==> config.mk <==
export PLATFORM = sky130hd
export DESIGN_NAME = clock_period_meter_flat
export DESIGN_NICKNAME = d
export VERILOG_FILES = /design/src/rtl/clock_period_meter_if.sv /design/src/rtl/clock_period_meter.sv /design/src/flat_wrapper.sv
export SDC_FILE = /design/constraint.sdc
export NUM_CORES = 1
export LEC_CHECK = 0
export BUFFER_PORTS_ARGS = -buffer_cell sky130_fd_sc_hd__buf_2
export CAP_MARGIN = 5
export CORE_MARGIN = 8
export CORE_UTILIZATION = 59
export DETAILED_ROUTE_END_ITERATION = 6
export HOLD_SLACK_MARGIN = 0.05
export PLACE_DENSITY = 0.87
export RECOVER_POWER = 25
export SYNTH_ARGS = -nofsm -noshare
export SYNTH_HDL_FRONTEND = slang
export SYNTH_SLANG_ARGS = --single-unit
==> constraint.sdc <==
create_clock -name Clk -period 2.4 [get_ports Clk]
set_input_delay 0.12 -clock Clk [delete_from_list [all_inputs] [get_ports Clk]]
set_output_delay 0.12 -clock Clk [all_outputs]
set_load 0.01 [all_outputs]
==> src/rtl/clock_period_meter_if.sv <==
// rtl/clock_period_meter_if.sv - result handshake bundle between the period meter and its consumer
//
// Signals:
//   Period      [WIDTH] Clk cycles between consecutive SigIn rising edges (0 on stall)
//   HighTime    [WIDTH] Clk cycles SigIn was sampled high within Period (0 on stall)
//   Stuck               result is a timeout rather than a measurement
//   StuckLevel          synchronized SigIn level when the timeout fired
//   ResultValid         result fields are valid
//   ResultReady         consumer accepts the result
// Modports:
//   master - the meter (drives the result, samples ResultReady)
//   slave  - the consumer (samples the result, drives ResultReady)
interface clock_period_meter_if #(
    parameter int WIDTH = 32
);
    logic [WIDTH-1:0] Period;
    logic [WIDTH-1:0] HighTime;
    logic             Stuck;
    logic             StuckLevel;
    logic             ResultValid;
    logic             ResultReady;

    modport master (
        output Period,
        output HighTime,
        output Stuck,
        output StuckLevel,
        output ResultValid,
        input  ResultReady
    );

    modport slave (
        input  Period,
        input  HighTime,
        input  Stuck,
        input  StuckLevel,
        input  ResultValid,
        output ResultReady
    );
endinterface

==> src/rtl/clock_period_meter.sv <==
// rtl/clock_period_meter.sv - measures period and high time of an asynchronous signal in Clk cycles
//
// Parameters:
//   WIDTH       counter / result width
//   SYNC_STAGES synchronizer depth on SigIn (must be at least 2)
//   TIMEOUT     Clk cycles without a rising edge before a stall is reported
//               (4 <= TIMEOUT <= 2^WIDTH-1)
// Ports:
//   Clk     in   system clock, all state on its rising edge
//   Reset   in   asynchronous active-low reset
//   Enable  in   measurement enable; low returns the block to IDLE
//   SigIn   in   signal under measurement, asynchronous to Clk
//   res     master modport of clock_period_meter_if carrying the result handshake
module clock_period_meter #(
    parameter int WIDTH       = 32,
    parameter int SYNC_STAGES = 2,
    parameter int TIMEOUT     = 65535
) (
    input  logic                 Clk,
    input  logic                 Reset,
    input  logic                 Enable,
    input  logic                 SigIn,
    clock_period_meter_if.master res
);

    localparam logic [1:0] S_IDLE = 2'd0;
    localparam logic [1:0] S_ARM  = 2'd1;
    localparam logic [1:0] S_MEAS = 2'd2;
    localparam logic [1:0] S_HOLD = 2'd3;

    localparam logic [WIDTH-1:0] TIMEOUT_W = WIDTH'(TIMEOUT);
    localparam logic [WIDTH-1:0] ONE_W     = WIDTH'(1);

    // Synchronizer and edge detection
    logic [SYNC_STAGES-1:0] sync_q;
    logic [SYNC_STAGES-1:0] sync_d;
    logic                   prev_q;
    logic                   sync_w;
    logic                   rise_w;

    // Control and counters
    logic [1:0]       state_q;
    logic [1:0]       state_d;
    logic [WIDTH-1:0] cnt_q;
    logic [WIDTH-1:0] cnt_d;
    logic [WIDTH-1:0] high_q;
    logic [WIDTH-1:0] high_d;

    // Result registers
    logic [WIDTH-1:0] period_q;
    logic [WIDTH-1:0] period_d;
    logic [WIDTH-1:0] hightime_q;
    logic [WIDTH-1:0] hightime_d;
    logic             stuck_q;
    logic             stuck_d;
    logic             level_q;
    logic             level_d;
    logic             valid_q;
    logic             valid_d;

    logic             timeout_w;

    assign sync_d    = {sync_q[SYNC_STAGES-2:0], SigIn};
    assign sync_w    = sync_q[SYNC_STAGES-1];
    assign rise_w    = sync_w & ~prev_q;
    assign timeout_w = (cnt_q == TIMEOUT_W);

    always_comb begin
        state_d    = state_q;
        cnt_d      = cnt_q;
        high_d     = high_q;
        period_d   = period_q;
        hightime_d = hightime_q;
        stuck_d    = stuck_q;
        level_d    = level_q;
        valid_d    = valid_q;

        if (!Enable) begin
            // Result fields are retained; only the handshake and the
            // in-progress measurement are abandoned.
            state_d = S_IDLE;
            valid_d = 1'b0;
            cnt_d   = '0;
            high_d  = '0;
        end else begin
            case (state_q)
                S_IDLE: begin
                    valid_d = 1'b0;
                    cnt_d   = '0;
                    high_d  = '0;
                    state_d = S_ARM;
                end

                S_ARM: begin
                    if (rise_w) begin
                        // The rise cycle itself is the first high sample.
                        cnt_d   = ONE_W;
                        high_d  = ONE_W;
                        state_d = S_MEAS;
                    end else if (timeout_w) begin
                        period_d   = '0;
                        hightime_d = '0;
                        stuck_d    = 1'b1;
                        level_d    = sync_w;
                        valid_d    = 1'b1;
                        state_d    = S_HOLD;
                    end else begin
                        cnt_d = cnt_q + ONE_W;
                    end
                end

                S_MEAS: begin
                    // Rise is checked before timeout so a period of exactly
                    // TIMEOUT cycles still yields a real measurement.
                    if (rise_w) begin
                        period_d   = cnt_q;
                        hightime_d = high_q;
                        stuck_d    = 1'b0;
                        valid_d    = 1'b1;
                        state_d    = S_HOLD;
                    end else if (timeout_w) begin
                        period_d   = '0;
                        hightime_d = '0;
                        stuck_d    = 1'b1;
                        level_d    = sync_w;
                        valid_d    = 1'b1;
                        state_d    = S_HOLD;
                    end else begin
                        cnt_d  = cnt_q + ONE_W;
                        high_d = high_q + WIDTH'(sync_w);
                    end
                end

                S_HOLD: begin
                    // Edges seen here are deliberately ignored; the next
                    // measurement starts from a fresh ARM.
                    if (valid_q && res.ResultReady) begin
                        valid_d = 1'b0;
                        cnt_d   = '0;
                        high_d  = '0;
                        state_d = S_ARM;
                    end
                end

                default: begin
                    state_d = S_IDLE;
                    valid_d = 1'b0;
                end
            endcase
        end
    end

    always_ff @(posedge Clk or negedge Reset) begin
        if (!Reset) begin
            sync_q     <= '0;
            prev_q     <= 1'b0;
            state_q    <= S_IDLE;
            cnt_q      <= '0;
            high_q     <= '0;
            period_q   <= '0;
            hightime_q <= '0;
            stuck_q    <= 1'b0;
            level_q    <= 1'b0;
            valid_q    <= 1'b0;
        end else begin
            sync_q     <= sync_d;
            prev_q     <= sync_w;
            state_q    <= state_d;
            cnt_q      <= cnt_d;
            high_q     <= high_d;
            period_q   <= period_d;
            hightime_q <= hightime_d;
            stuck_q    <= stuck_d;
            level_q    <= level_d;
            valid_q    <= valid_d;
        end
    end

    assign res.Period      = period_q;
    assign res.HighTime    = hightime_q;
    assign res.Stuck       = stuck_q;
    assign res.StuckLevel  = level_q;
    assign res.ResultValid = valid_q;

endmodule

==> src/flat_wrapper.sv <==
// flat-port wrapper written by rule: the top's interface ports become plain ports
module clock_period_meter_flat 
#(
    parameter int WIDTH       = 32,
    parameter int SYNC_STAGES = 2,
    parameter int TIMEOUT     = 65535
)
  (Clk, Reset, Enable, SigIn, res_Period, res_HighTime, res_Stuck, res_StuckLevel, res_ResultValid, res_ResultReady);
  clock_period_meter_if #(.WIDTH(WIDTH)) res_i ();
  input  logic Clk;
  input  logic Reset;
  input  logic Enable;
  input  logic SigIn;
  output wire logic [$bits(res_i.Period)-1:0] res_Period;
  output wire logic [$bits(res_i.HighTime)-1:0] res_HighTime;
  output wire logic [$bits(res_i.Stuck)-1:0] res_Stuck;
  output wire logic [$bits(res_i.StuckLevel)-1:0] res_StuckLevel;
  output wire logic [$bits(res_i.ResultValid)-1:0] res_ResultValid;
  input wire logic [$bits(res_i.ResultReady)-1:0] res_ResultReady;
  assign res_Period = res_i.Period;
  assign res_HighTime = res_i.HighTime;
  assign res_Stuck = res_i.Stuck;
  assign res_StuckLevel = res_i.StuckLevel;
  assign res_ResultValid = res_i.ResultValid;
  assign res_i.ResultReady = res_ResultReady;
  clock_period_meter #(.WIDTH(WIDTH), .SYNC_STAGES(SYNC_STAGES), .TIMEOUT(TIMEOUT)) u_core (.Clk(Clk), .Reset(Reset), .Enable(Enable), .SigIn(SigIn), .res(res_i));
endmodule
==> key figures, run 1 <==
Status
  – Status: completed

Clocking
  – Cts bufs inserted: 17
  – Clock transition at the registers of the reported paths: 0.06 ns
  – Clock Path Buffers: 2
  – # clock sinks: 136
  – CTS tree: built
  – Latest clock arrival within the worst-skew pair: 0.42 ns
  – Htree depth: 4
  – CTS Root Cell: clkbuf_16

Critical path
  – Critical path's slowest cell: dfrtp_1
  – CP Class: reg2reg
  – Crit path required time: 2.70 ns
  – Worst Setup End Kind: flop
  – CP arrival: 2.61 ns
  – Setup crit start kind: flop
  – Slowest Stage Delay on Critical Path: 0.45 ns
  – Worst path cell trace: nor4_1 > and4_1 > nand3_1 > a21oi_4 > buf_12 > o21ba_2 > o22a_1
  – Max FO, Critical Path: 38

Routing
  – Via count: 6316
  – DRC errors left: 0
  – Initial drt markers: 747
  – Total Wirelength: 19210 um
  – Wire per inst: 20.63 um
  – Pre-antenna DRT Iters: 7
  – DRT antenna net count: 0
  – Vias/cell: 6.784

Timing
  – RSZ-0062 raised after global routing: yes
  – Setup violations, final: 0
  – Min Tclk post-route: 2.307 ns
  – Worst Tran Pin Value: 0.6458 ns
  – Final Max Slew Viols: 0
  – Fin crit share: 96.11%
  – Peak Freq: 0.4335 GHz
  – Worst hold slack: 0.08351 ns
  – Max_slew headroom: 56.94%
  – Final hold violation count: 0
  – Clk_skew: 0.006407 ns

Global routing
  – Vias in the first global route: 6235
  – Global route overflow: 0
  – Largest net degree at the start of global routing: 48
  – Initial antenna violation count: 0
  – First-pass GRT wire length: 31000 um
  – GRT Total Usage: 25.41%

Place
  – Post-DP HPWL: 12390 um
  – IO Port Bufs: 71
  – RePlAce Congestion: 0.9897
  – Area post-placement: 7528 sq um

Floorplan
  – Die area: 15350 sq um
  – Initial Utilization: 60.39%
  – Die Y: 123.9 um
  – # IOs: 72
  – # rows: 39
  – Core area: 11370 sq um
  – Die W: 123.9 um

Synth
  – Top cell type's share of synthesized area: 49.56%
  – Synth Register Bits: 136
  – Sequential area share after synthesis: 49.56%
  – Average size of a mapped cell: 9.768 sq um
  – Post-Synthesis Cells: 703
  – Synth Warn #: 0
  – Yosys top cell by area: dfrtp_1
  – Number of flops mapped to enable cells by yosys: 0
  – Syn Nets: 715
  – Synth async-reset ratio: 100.0%
  – Most used DFF post-synth: dfrtp_1
  – Synth top area cells: dfrtp_1 50%, o22a_1 8.4%, a31oi_1 4.6%
  – Mapped cell area: 6867 sq um
  – Distinct cells, synth: 49

Cells and area
  – Share of layout cells above drive strength 1: 22.59%
  – Fill count: 726
  – Fin nets: 787
  – Final non-filler cell area: 8189 sq um
  – Ant. Diodes: 0
  – Final core utilization: 72.03%
  – Synth-to-layout area growth: 19.26%

Worst hold path
  – HP Class: in2reg

Power and ir drop
  – Maximum vdd drop: 367.8 uV
  – PD cells: 699.3 nW/um^2
  – Total power: 5726 uW
  – Leakage: 0.003616 uW

Job
  – MaxCap Viol Count: 0
==> Yosys cell counts (all sizes together) (2+ instances only) <==
cell type and count:
o21ai 51, dfrtp 136, o21a 2, nand2b 2, o2111ai 3, a31oi 50
or3 3, nor3b 2, inv 38, o21ba 28, nor4 9, ha 7
a22oi 2, a21o 2, nor3 13, nand3 37, nand2 37, buf 8
or4 2, a21oi 17, nor2b 3, o31ai 6, a41oi 2, o211ai 2
xnor2 26, and2 5, o41ai 5, nor2 53, nand4 17, and4 2
o22a 66, clkbuf 43, and3 15
==> through the flow <==
step	TNS, ns	instances	setup WS, ns
after floorplan	0	703	0.2903
after global placement	0	897	0.2489
after detailed placement	0	897	0.1037
after CTS	0	931	0.03345
after global routing	-0.03036	931	-0.02079
final	0	931	0.09334
==> power breakdown <==
part	internal, uW	leakage [uW]	total, uW	switching, uW
sequential	2410	0.00188	2470	65.0
clock	1690	0.000279	2690	1000
combinational	237	0.00146	560	323
total	4330	0.00362	5730	1390
==> critical path: cells and delay by family (launching register included) <==
kind                   cells  cell delay, ns
AOI/OAI and AO/OA          3            0.56
buffers and inverters      1            0.21
DFF                        1            0.45
and+or+nand+nor            3            0.93
==> cell usage in the layout (no fill, tap or decap), drive strengths merged, types with 3 or more instances in the layout <==
cell and n:
a21oi 17, or3 3, o2111ai 3, nor4 9, buf 102, o21ai 51
ha 7, o22a 66, bufinv 3, a31oi 50, nand3 37, nor3 13
inv 38, o21ba 28, dfrtp 136, o41ai 5, clkbuf 22, nor2 53
and3 15, nand4 17, nor2b 3, nand2 37, clkinvlp 5, xnor2 26
o31ai 6, and2 5
==> layout make-up <==
cell class / count / area (sq um) / share of cell area, %
Sequential cell: 136 / 3405 / 41.57
Multi-Input combinational cell: 478 / 3177 / 38.79
Timing Repair Buffer: 104 / 676.9 / 8.266
Clock buffer: 22 / 464.2 / 5.668
Tap cell: 143 / 178.9 / 2.185
Clock inverter: 10 / 145.1 / 1.772
Inverter: 38 / 142.6 / 1.742
==> what timing repair did <==
action | in CTS | in global routing
setup buffers | 0 | 0
hold buffers | 2 | 0
gates resized for setup | 0 | 8
hold endpoints to repair | 46 | 0
endpoints found under the setup margin | 0 | 30
==> path summary, 6_finish.rpt <==
path                                  start                       to  slack (ns)  depth (start not counted)
min reg2reg                u_core.sync_q[0]         u_core.sync_q[1]        0.35                          0
min                                  Enable   u_core.res.ResultValid        0.08                          3
min in group asynchronous             Reset  u_core.res.HighTime[27]        0.26                          2
max                        u_core.cnt_q[16]  u_core.res.HighTime[29]        0.09                          7
max in group asynchronous             Reset         u_core.sync_q[1]        1.45                          3
max reg2reg                u_core.cnt_q[16]  u_core.res.HighTime[29]        0.09                          7
==> flip-flops by register name, indices dropped and copies added (netlist names) <==
name                    count
u_core.res.StuckLevel       1
u_core.cnt_q               32
u_core.prev_q               1
u_core.res.Period          32
u_core.high_q              32
u_core.res.Stuck            1
u_core.res.ResultValid      1
u_core.res.HighTime        32
u_core.sync_q               2
u_core.state_q              2
==> metal layers <==
layer | vias to the layer above | GRT usage, % | part of all wire [%]
met3 | 56 | 4.941 | 9.0
met4 | 0 | 13.09 | 2.7
met1 | 3128 | 32.74 | 40
met2 | 398 | 40.20 | 49
met5 | - | 0 | 0
li1 | 2734 | - | -
==> cell families after synthesis <==
group / count (synthesis) / synth area share (%)
buffers and inverters: 89 / 4.938
flip-flops: 136 / 49.56
XOR/XNOR: 27 / 3.444
adder cells (fa/ha/maj): 7 / 1.275
AND/OR/NAND/NOR: 204 / 15.07
multiplexers: 1 / 0.1640
AO/OA/AOI/OAI: 239 / 25.55
Power figures use the tool's default switching activity.
==> run 2, diff against run 1 <==
- CORE_UTILIZATION: 59 -> 60
- PLACE_DENSITY: 0.87 -> 0.88
- clock period: 2.4 -> 2.7 ns (I/O delays scaled with it)
==> run 2 against run 1 <==
  * Via count fell by 3.9%
  * Clock skew rose by 0.00085 ns
  * Clock power fell by 8.9%
  * Flip-flop and latch count did not move
  * Critical endpoint is now u_core.cnt_q[5]
  * Largest power group unchanged
==> key figures, run 2 (synthesis gave the netlist of run 1 again) <==
Routing
  – Wl on met1: 7694 um (was 7602 um)
  – Vias/cell: 6.556 (was 6.784)
  – DRT antenna net count: 0 (unchanged)
  – Total Wirelength: 18130 um (was 19210 um)
  – DRC errors left: 0 (unchanged)
  – Met3 wire len: 1373 um (was 1737 um)
  – Pre-antenna DRT Iters: 5 (was 7)
  – Wire per inst: 19.57 um (was 20.63 um)
  – Max Used Layer: met4 (unchanged)
  – Initial drt markers: 652 (was 747)
  – Via count: 6071 (was 6316)
  – Met2 routed WL: 8699 um (was 9351 um)

Timing
  – Min Tclk post-route: 2.433 ns (was 2.307 ns)
  – Worst Tran Pin Value: 1.253 ns (was 0.6458 ns)
  – Clk_skew: 0.007257 ns (was 0.006407 ns)
  – Setup violations, final: 0 (unchanged)
  – RSZ-0062 raised after global routing: no (was yes)
  – Final hold violation count: 0 (unchanged)
  – Fin crit share: 90.10% (was 96.11%)
  – Final Max Slew Viols: 0 (unchanged)
  – Peak Freq: 0.4111 GHz (was 0.4335 GHz)
  – Final WS setup: 0.2673 ns (was 0.09334 ns)
  – Final setup TNS: 0 ns (unchanged)
  – Max_slew headroom: 16.44% (was 56.94%)
  – Worst hold slack: 0.1114 ns (was 0.08351 ns)

Clocking
  – Htree depth: 4 (unchanged)
  – Clock transition at the registers of the reported paths: 0.06 ns (about the same)
  – Latest clock arrival within the worst-skew pair: 0.42 ns (about the same)
  – Cts bufs inserted: 17 (unchanged)
  – # Post-CTS Setup Buffers: 0 (unchanged)
  – PostCTS Resize Cnt: 0 (unchanged)
  – Cts hold-fix bufs: 2 (unchanged)
  – # clock sinks: 136 (unchanged)
  – CTS Root Cell: clkbuf_16 (unchanged)
  – Clock Path Buffers: 2 (unchanged)
  – CTS tree: built (unchanged)

Floorplan
  – # rows: 39 (unchanged)
  – Core area: 11270 sq um (was 11370 sq um)
  – Initial Utilization: 60.92% (was 60.39%)
  – Die area: 15120 sq um (was 15350 sq um)
  – Die W: 123.0 um (was 123.9 um)
  – Die Y: 123.0 um (was 123.9 um)
  – # IOs: 72 (unchanged)

Cells and area
  – Most frequent cells in the layout: 136 x dfrtp_1, 70 x buf_2, 66 x o22a_1 (was 135 x dfrtp_1, 70 x buf_2, 66 x o22a_1)
  – Most common cell after layout, fill and taps aside: dfrtp_1 (unchanged)
  – Synth-to-layout area growth: 17.91% (was 19.26%)
  – Final instance count without filler cells: 926 (was 931)
  – Fin nets: 782 (was 787)
  – Ant. Diodes: 0 (unchanged)
  – Share of layout cells above drive strength 1: 21.20% (was 22.59%)

Global routing
  – Vias in the first global route: 5981 (was 6235)
  – Global route overflow: 0 (unchanged)
  – First-pass GRT wire length: 30210 um (was 31000 um)
  – Largest net degree at the start of global routing: 95 (was 48)
  – GRT Total Usage: 24.94% (was 25.41%)
  – Initial antenna violation count: 0 (unchanged)

Power and ir drop
  – Leakage: 0.003614 uW (was 0.003616 uW)
  – Maximum vdd drop: 505.4 uV (was 367.8 uV)
  – Total power: 5127 uW (was 5726 uW)
  – PD cells: 633.2 nW/um^2 (was 699.3 nW/um^2)

Status
  – Status: completed (unchanged)

Critical path
  – Setup crit start kind: flop (unchanged)
  – Worst path cell trace: inv_1 > ha_1 > nor2b_1 > o21ai_1 > or3_1 > or4_1 > nand2_1 (was nor4_1 > and4_1 > nand3_1 > a21oi_4 > buf_12 > o21ba_2 > o22a_1)
  – CP Class: reg2reg (unchanged)
  – Crit path required time: 3.06 ns (was 2.70 ns)
  – Critical path's slowest cell: or4_1 (was dfrtp_1)
  – CP arrival: 2.80 ns (was 2.61 ns)
  – Worst Setup End Kind: flop (unchanged)
  – Max FO, Critical Path: 8 (was 38)
  – Slowest Stage Delay on Critical Path: 0.50 ns (was 0.45 ns)

Job
  – MaxCap Viol Count: 0 (unchanged)

Place
  – Post-DP HPWL: 11990 um (was 12390 um)
  – Dpl cells: 892 (was 897)
  – Dpl ws: 0.3137 ns (was 0.1037 ns)
  – IO Port Bufs: 71 (unchanged)
  – RePlAce Congestion: 0.8800 (was 0.9897)

Worst hold path
  – HP Class: in2reg (unchanged)
## run 2: cell types whose count changed in the layout (fill, tap and decap cells not counted), moves of 2 or more
cell,delta
clkinv_2,+5
buf_4,-3
clkinv_4,-2
nand3_1,+2
buf_12,-3
clkbuf_4,+2
clkinvlp_4,-5
nand3_2,-2
## run 2: through the flow
stage	cell area, sq um	utilization, %
2_1_floorplan	6867	-
3_3_place_gp	7466	66.23
3_5_place_dp	7466	66.23
4_1_cts	8109	71.94
5_1_grt	8097	71.83
6_report	8097	71.83
## run 2: worst max-delay path, delay by kind of cell, from the launching register on
| family | cells | cell delay [ns] |
|---|---|---|
| buffers and inverters | 1 | 0.10 |
| flip-flops | 1 | 0.39 |
| adder cells (fa/ha/maj) | 1 | 0.39 |
| AND/OR/NAND/NOR | 4 | 1.29 |
| AO/OA/AOI/OAI | 1 | 0.20 |
## run 2: layout make-up
cell class	instances	area [sq um]
clock buffers	23	478.0
clock inverters	9	145.1
fillers	755	3176
inverters	38	142.6
multi-input cells	478	3151
flip-flops and latches	136	3403
well taps	143	178.9
repair buffers	99	598.1
## run 2: worst paths after layout
check	from	to	slack, ns	depth (start not counted)
worst max-delay path	u_core.state_q[0]	u_core.cnt_q[5]	0.27	7
min in group asynchronous	Reset	u_core.res.HighTime[28]	0.36	3
worst max register to register	u_core.state_q[0]	u_core.cnt_q[5]	0.27	7
max in group asynchronous	Reset	u_core.cnt_q[23]	1.24	3
worst min-delay path	Enable	u_core.res.ResultValid	0.11	3
worst min register to register	u_core.sync_q[0]	u_core.sync_q[1]	0.36	0
## run 2: layer usage
metal	vias up	track usage (%)
met3	35	6.438
met2	295	39.08
met1	3010	32.77
li1	2731	-
met5	-	0
met4	0	9.631
## run 2: where the power goes
part	internal [uW]	switching, uW	total, uW
registers	2140	56.0	2200
clock network	1610	845	2450
logic	198	278	476
